<file path="config.mk">
export PLATFORM = sky130hd
export DESIGN_NAME = adder_pipe
export DESIGN_NICKNAME = d
export VERILOG_FILES = /design/src/rtl/adder_pkg.sv /design/src/rtl/adder_seg.sv /design/src/rtl/full_adder.sv /design/src/rtl/adder_pipe.sv
export SDC_FILE = /design/constraint.sdc
export NUM_CORES = 1
export LEC_CHECK = 0
export BUFFER_PORTS_ARGS = -buffer_cell sky130_fd_sc_hd__buf_4
export CAP_MARGIN = 20
export CORE_AREA = 2 2 139 141
export CTS_CLUSTER_DIAMETER = 80
export DETAILED_ROUTE_END_ITERATION = 7
export DIE_AREA = 0 0 141 143
export SETUP_SLACK_MARGIN = 0.02
export SLEW_MARGIN = 20
export SYNTH_ARGS = -nofsm -noshare
export SYNTH_HDL_FRONTEND = slang
export SYNTH_SLANG_ARGS = --single-unit
</file>
<file path="constraint.sdc">
create_clock -name clk -period 21 [get_ports clk]
set_clock_uncertainty 0.15 [all_clocks]
set_input_delay 6.3 -clock clk [delete_from_list [all_inputs] [get_ports clk]]
set_output_delay 6.3 -clock clk [all_outputs]
set_load 0.01 [all_outputs]
</file>
<file path="src/rtl/adder_pkg.sv">
// Shared types and helpers for the pipelined add/subtract unit.
package adder_pkg;

  // Operation mode carried alongside an accepted operand pair.
  typedef enum logic {
    ModeAdd = 1'b0,
    ModeSub = 1'b1
  } mode_e;

  // Width of one carry segment; callers guarantee n is a multiple of stages.
  function automatic int unsigned seg_width(input int unsigned n, input int unsigned stages);
    return n / stages;
  endfunction

endpackage

</file>
<file path="src/rtl/adder_seg.sv">
// Combinational W-bit ripple-carry segment. Besides the carry out it exposes the
// carry into its top bit so the most significant segment can derive signed overflow.
module adder_seg #(
  parameter int unsigned W = 8
) (
  input  logic [W-1:0] i_a,
  input  logic [W-1:0] i_b,
  input  logic         i_c,
  output logic [W-1:0] o_sum,
  output logic         o_cout,
  output logic         o_cmsb
);

  // Per-bit carries live in their own generate scope so the chain stays a set of
  // independent scalars rather than one self-referencing vector.
  for (genvar i = 0; i < int'(W); i++) begin : g_bit
    logic w_ci;
    logic w_co;

    if (i == 0) begin : g_lsb
      assign w_ci = i_c;
    end else begin : g_chain
      assign w_ci = g_bit[i-1].w_co;
    end

    full_adder u_fa (
      .i_a (i_a[i]),
      .i_b (i_b[i]),
      .i_c (w_ci),
      .o_s (o_sum[i]),
      .o_c (w_co)
    );
  end

  assign o_cout = g_bit[W-1].w_co;
  assign o_cmsb = g_bit[W-1].w_ci;

endmodule

</file>
<file path="src/rtl/full_adder.sv">
// Single-bit full adder cell, the building block of every carry segment.
module full_adder (
  input  logic i_a,
  input  logic i_b,
  input  logic i_c,
  output logic o_s,
  output logic o_c
);

  assign o_s = i_a ^ i_b ^ i_c;
  assign o_c = (i_a & i_b) | (i_c & (i_a ^ i_b));

endmodule

</file>
<file path="src/rtl/adder_pipe.sv">
// Pipelined N-bit add/subtract unit with valid/ready flow control. The carry chain is
// cut into STAGES equal segments; stage k resolves segment k using the carry that
// stage k-1 registered. Subtraction inverts b once at capture so the mode flag never
// travels down the pipe.
module adder_pipe import adder_pkg::*; #(
  parameter int unsigned N      = 32,
  parameter int unsigned STAGES = 4
) (
  input  logic         clk,
  input  logic         rst,
  input  logic         in_valid,
  output logic         in_ready,
  input  logic [N-1:0] a,
  input  logic [N-1:0] b,
  input  logic         cin,
  input  logic         sub,
  output logic         out_valid,
  input  logic         out_ready,
  output logic [N-1:0] sum,
  output logic         cout,
  output logic         ovf
);

  localparam int unsigned W = seg_width(N, STAGES);

  if (STAGES < 1 || STAGES > N || (N % STAGES) != 0) begin : g_bad_params
    $error("adder_pipe: N must be a non-zero multiple of STAGES");
  end

  // Stage payload. Operand slices below the current segment are already consumed
  // and sum slices above it are not yet produced; unused bits are pruned in synthesis.
  typedef struct packed {
    logic [N-1:0] a;
    logic [N-1:0] b;
    logic [N-1:0] sum;
    logic         carry;
    logic         ovf;
  } stage_t;

  logic   r_valid    [STAGES];
  stage_t r_data     [STAGES];

  logic   w_ready    [STAGES];
  logic   w_vin      [STAGES];
  stage_t w_next     [STAGES];
  logic [W-1:0] w_op_a    [STAGES];
  logic [W-1:0] w_op_b    [STAGES];
  logic         w_op_c    [STAGES];
  logic [W-1:0] w_seg_sum [STAGES];
  logic         w_seg_cout[STAGES];
  logic         w_seg_cmsb[STAGES];

  mode_e        w_mode;
  logic [N-1:0] w_b_eff;

  // Decode mode and apply the subtract inversion to the whole b operand at capture.
  always_comb begin
    w_mode  = sub ? ModeSub : ModeAdd;
    w_b_eff = (w_mode == ModeSub) ? ~b : b;
  end

  // Select the operand slice and carry feeding each segment adder.
  always_comb begin
    w_op_a[0] = a[W-1:0];
    w_op_b[0] = w_b_eff[W-1:0];
    w_op_c[0] = (w_mode == ModeSub) ? 1'b1 : cin;
    w_vin[0]  = in_valid;
    for (int unsigned k = 1; k < STAGES; k++) begin
      w_op_a[k] = r_data[k-1].a[k*W +: W];
      w_op_b[k] = r_data[k-1].b[k*W +: W];
      w_op_c[k] = r_data[k-1].carry;
      w_vin[k]  = r_valid[k-1];
    end
  end

  for (genvar k = 0; k < int'(STAGES); k++) begin : g_seg
    adder_seg #(
      .W (W)
    ) u_seg (
      .i_a    (w_op_a[k]),
      .i_b    (w_op_b[k]),
      .i_c    (w_op_c[k]),
      .o_sum  (w_seg_sum[k]),
      .o_cout (w_seg_cout[k]),
      .o_cmsb (w_seg_cmsb[k])
    );
  end

  // Build each stage's next payload: carry forward the upstream payload and merge
  // in the freshly resolved segment. Only the last segment produces a real ovf.
  always_comb begin
    w_next[0]                = '0;
    w_next[0].a              = a;
    w_next[0].b              = w_b_eff;
    w_next[0].sum[W-1:0]     = w_seg_sum[0];
    w_next[0].carry          = w_seg_cout[0];
    w_next[0].ovf            = (STAGES == 1) ? (w_seg_cmsb[0] ^ w_seg_cout[0]) : 1'b0;
    for (int unsigned k = 1; k < STAGES; k++) begin
      w_next[k]              = r_data[k-1];
      w_next[k].sum[k*W +: W] = w_seg_sum[k];
      w_next[k].carry        = w_seg_cout[k];
      w_next[k].ovf          = (k == STAGES - 1) ? (w_seg_cmsb[k] ^ w_seg_cout[k]) : 1'b0;
    end
  end

  // Ready chain from the output back to the input; an empty stage always accepts,
  // which lets bubbles collapse under backpressure.
  always_comb begin
    logic rdy;
    rdy = out_ready;
    for (int k = int'(STAGES) - 1; k >= 0; k--) begin
      w_ready[k] = !r_valid[k] || rdy;
      rdy        = w_ready[k];
    end
  end

  // Stage registers: advance when the stage can accept, otherwise hold everything.
  always_ff @(posedge clk or posedge rst) begin
    if (rst) begin
      for (int unsigned k = 0; k < STAGES; k++) begin
        r_valid[k] <= 1'b0;
        r_data[k]  <= '0;
      end
    end else begin
      for (int unsigned k = 0; k < STAGES; k++) begin
        if (w_ready[k]) begin
          r_valid[k] <= w_vin[k];
          if (w_vin[k]) begin
            r_data[k] <= w_next[k];
          end
        end
      end
    end
  end

  assign in_ready  = w_ready[0];
  assign out_valid = r_valid[STAGES-1];
  assign sum       = r_data[STAGES-1].sum;
  assign cout      = r_data[STAGES-1].carry;
  assign ovf       = r_data[STAGES-1].ovf;

endmodule

</file>
# Word level (Yosys, flattened, before mapping)
# Index checks and enable logic that the tools add are counted.
# classes
n_addsub	0
mul	0
n_div	0
n_lt_le_gt_ge	0
n_eq_ne	0
n_shift	0
muxes	3
n_bitwise	162
n_reduce_logical	12
# ops
operator	n
1-bit XOR	65
1-bit bitwise AND	64
32-bit two-way mux	1
32-bit inverter	1
1-bit OR	32
2-bit AND reduction	4
1-bit zero test	4
1-bit logical OR	4
1-bit two-way mux	2
# totals
reg_bits	281
latch_bits	0
ram_bits	0
rom_bits	0
inputBits	70
output_inout_bits	36
elab_cells	196
memories	0

# Depth between registers and ports, before layout
# logic_depth
ltp_word	19
ltp_mapped	13
mapped_depth_nobuf	13

# Modules after synthesis
# Synthesis repeated with hierarchy kept, for this count alone.
# unflattened
cells_unflattened	500
hier_area_um2	8182.8
# modules_own_cells
module	instances	cells_each	area_per_inst_um2	seq_area_each_um2
adder_pipe	1	468	7542.2	4629.4
full_adder	32	1	20.0	0.0

# Worst setup path after synthesis
# OpenSTA, ideal clock, no wires.
# synth_path
path_kind	input port to output port
startpoint	input port out_ready
endpoint	output port in_ready
arrival_ns	6.716
required_ns	14.550
path_slack_ns	7.834
stages	2
n_path_buf	0
path_cell_list	and4b_4 -> nand2_1
# synth_via
elab_chain_len	4
# synth_rtl
item	line	text
start, declared	adder_pipe.sv:18	input logic out_ready,
1-bit logical OR (4 in series)	adder_pipe.sv:112	w_ready[k] = !r_valid[k] || rdy;
end, declared	adder_pipe.sv:12	output logic in_ready,
# No other way between the ends.

# Worst setup path in the final report
# Ends and elaborated chain as after synthesis.

==> metrics <==
Seq/Total Area, Yosys=55.9%; RSZ-0062 raised after global routing=no; Hold Vio Cnt, Final=0; Cell Area, Synth=8280 um2; type of the worst min-delay path=reg2reg; routed len/inst=17.1 um; max_cap viols=0; full die area=20200 um2; actual slew at the worst max-slew pin=0.966 ns; nets=730; worst-skew pair later-pin latency=0.42 ns; hold depth=1; Pins Over Slew Limit=0; H-Tree Depth=4; worst rel slew slack=35.4%; top-area cell type share of the netlist area=55.9%; CP Data Required Time=14.55 ns; DRC Markers=0; vias in the first global route=4756; Num CTS Buffers=17; Tcrit/Tclk final=64.7%; Final setup viols=0; antenna diode count=0; post-synth top area cell=dfrtp_1; FF-to-FF path depth=13; Starting Density=44.6%; CTS Buffer Depth=2; Multi-input gate area=3120 um2; CTS root buffer=clkbuf_16; CTS sink count=185; worst-path maximum fanout=12; Primary FF master, synth=dfrtp_1; min cycle time layout=13.58 ns; Total GRT Usage=16.2%; CTS resizes=0; Post-Route WL=15.0 mm; Clock transition at path regs=0.06 ns; net count after synthesis=658; reg-to-reg startpoint=r_data[188]; syn_area_per_cell=14.9 um2; CTS tree=done; Die Y=143 um; number of nets with antenna violations after routing=0; Core Region=18600 um2; Min-Delay Startpoint=r_data[206]; die width=141 um; register area=4630 um2; antenna violations before repair=0; Unique masters post-synth=22; area grow syn2layout=17.0%; Post-CTS Setup Inserts=0; CTS hold repair buffers=0; Setup crit start=out_ready; arrival time worst endpoint=7.13 ns; fin util=52.1%; Port Buffers=105; vias per cell=4.89; EDFF count, synth=0; vias post-DR=4283; PwrDens=130 nW/um2; Setup crit start kind=primary input; Leak=4.43 nW; Final Power=1.26 mW; Filler Cells Inserted=1573; f_max=73.6 MHz; status=finished, final reports clean; IR drop worst, VDD=0.0000619 V; largest net degree at the start of global routing=129; final setup TNS=0 ns; 1st-iter DRT viols=164; Cell Rows=50; Pre-Repair DR Iteration Count=4; total global routing overflow=0; crit end category=output port; IO Count=106; largest cells by area after synthesis=dfrtp_1 (56%), mux2_2 (18%), fa_1 (7.7%); first-pass GRT wire length=25.0 mm; routability congestion estimate=0.750; Yosys reg bits=185; Warnings, synthesis=0; share of cells above drive strength 1=47.3%; Post-Synthesis Cells=556; Detailed Place HPWL=9.97 mm; Crit Path Category=in2out; FFs w/ async S/R, synth=100%
-- state kept, by name, indices dropped and copies added (netlist names) --
signal / count
ovf: 1
cout: 1
sum: 32
r_data: 147
r_valid: 3
out_valid: 1
-- cells by family (layout without fill, tap and decap cells) --
| group | after synthesis | count (layout) | synth area share, % |
|---|---|---|---|
| flops | 185 | 185 | 55.9 |
| mux | 167 | 167 | 23.5 |
| buf+inv | 97 | 182 | 6.57 |
| xor+xnor | 33 | 33 | 3.49 |
| fa+ha+maj | 32 | 32 | 7.73 |
| compound gates | 29 | 29 | 1.89 |
| simple gates | 13 | 13 | 0.937 |
-- worst max-delay path: stages --
cell and delay (ns):
buf_4 0.13, and4b_4 0.43, nand2_1 0.10, buf_4 0.16
-- cells in the final DEF, fill, tap and decap left out, types with 4 or more instances in the layout --
cell,count
mux2_4,21
buf_4,108
mux2_2,135
xnor2_1,10
clkbuf_16,17
fa_1,32
inv_1,39
xor2_1,23
dfrtp_1,185
o21ai_0,20
a31oi_1,4
mux2i_1,11
clkbuf_8,4
a21oi_1,4
nand2b_1,4
-- report_power, final --
group	internal (mW)	switching [mW]	total, mW
clock network	0.200	0.133	0.333
logic	0.211	0.149	0.360
registers	0.488	0.0748	0.562
total	0.899	0.357	1.26
-- per-stage QoR --
stage | worst slack, ns | hold slack, ns | area [um2] | instances
detailed placement | 7.42 | 0.337 | 9030 | 842
global route | 7.35 | 0.361 | 9690 | 875
CTS | 7.41 | 0.352 | 9660 | 874
finish | 7.42 | 0.350 | 9690 | 875
global placement | 7.40 | 0.330 | 9010 | 841
floorplan | 7.83 | 0.320 | 8280 | 556
-- final timing paths --
kind | endpoint | slack [ns]
worst max-delay path | in_ready | 7.42
worst min-delay path | r_data[108] | 0.35
worst max register to register | ovf | 16.60
worst min register to register | r_data[108] | 0.35
max in group asynchronous | r_data[156] | 13.51
min in group asynchronous | sum[18] | 5.89
-- metal layers --
layer / part of all wire, % / track usage [%]
met1: 46 / 21.2
met3: 4.5 / 4.86
met2: 49 / 26.3
met5: 0 / 0
met4: 1.2 / 4.79
-- final cells by class --
class | instances | area share [%]
clock buffers | 22 | 5.00
multi-input cells | 274 | 32.2
well taps | 234 | 3.02
inverters | 40 | 1.63
clock inverters | 10 | 1.46
repair buffers | 110 | 8.86
flip-flops and latches | 185 | 47.8
-- synthesized netlist by cell type (4+ instances only) --
| library cell | instances |
|---|---|
| dfrtp_1 | 185 |
| mux2_2 | 135 |
| inv_1 | 40 |
| buf_4 | 33 |
| fa_1 | 32 |
| xor2_1 | 23 |
| mux2_4 | 21 |
| o21ai_0 | 20 |
| buf_2 | 15 |
| mux2i_1 | 11 |
| xnor2_1 | 10 |
| buf_6 | 5 |
| nand2_1 | 5 |
| a21oi_1 | 4 |
| a31oi_1 | 4 |
| clkbuf_1 | 4 |
| nand2b_1 | 4 |
(Power assumes the default switching activity.)
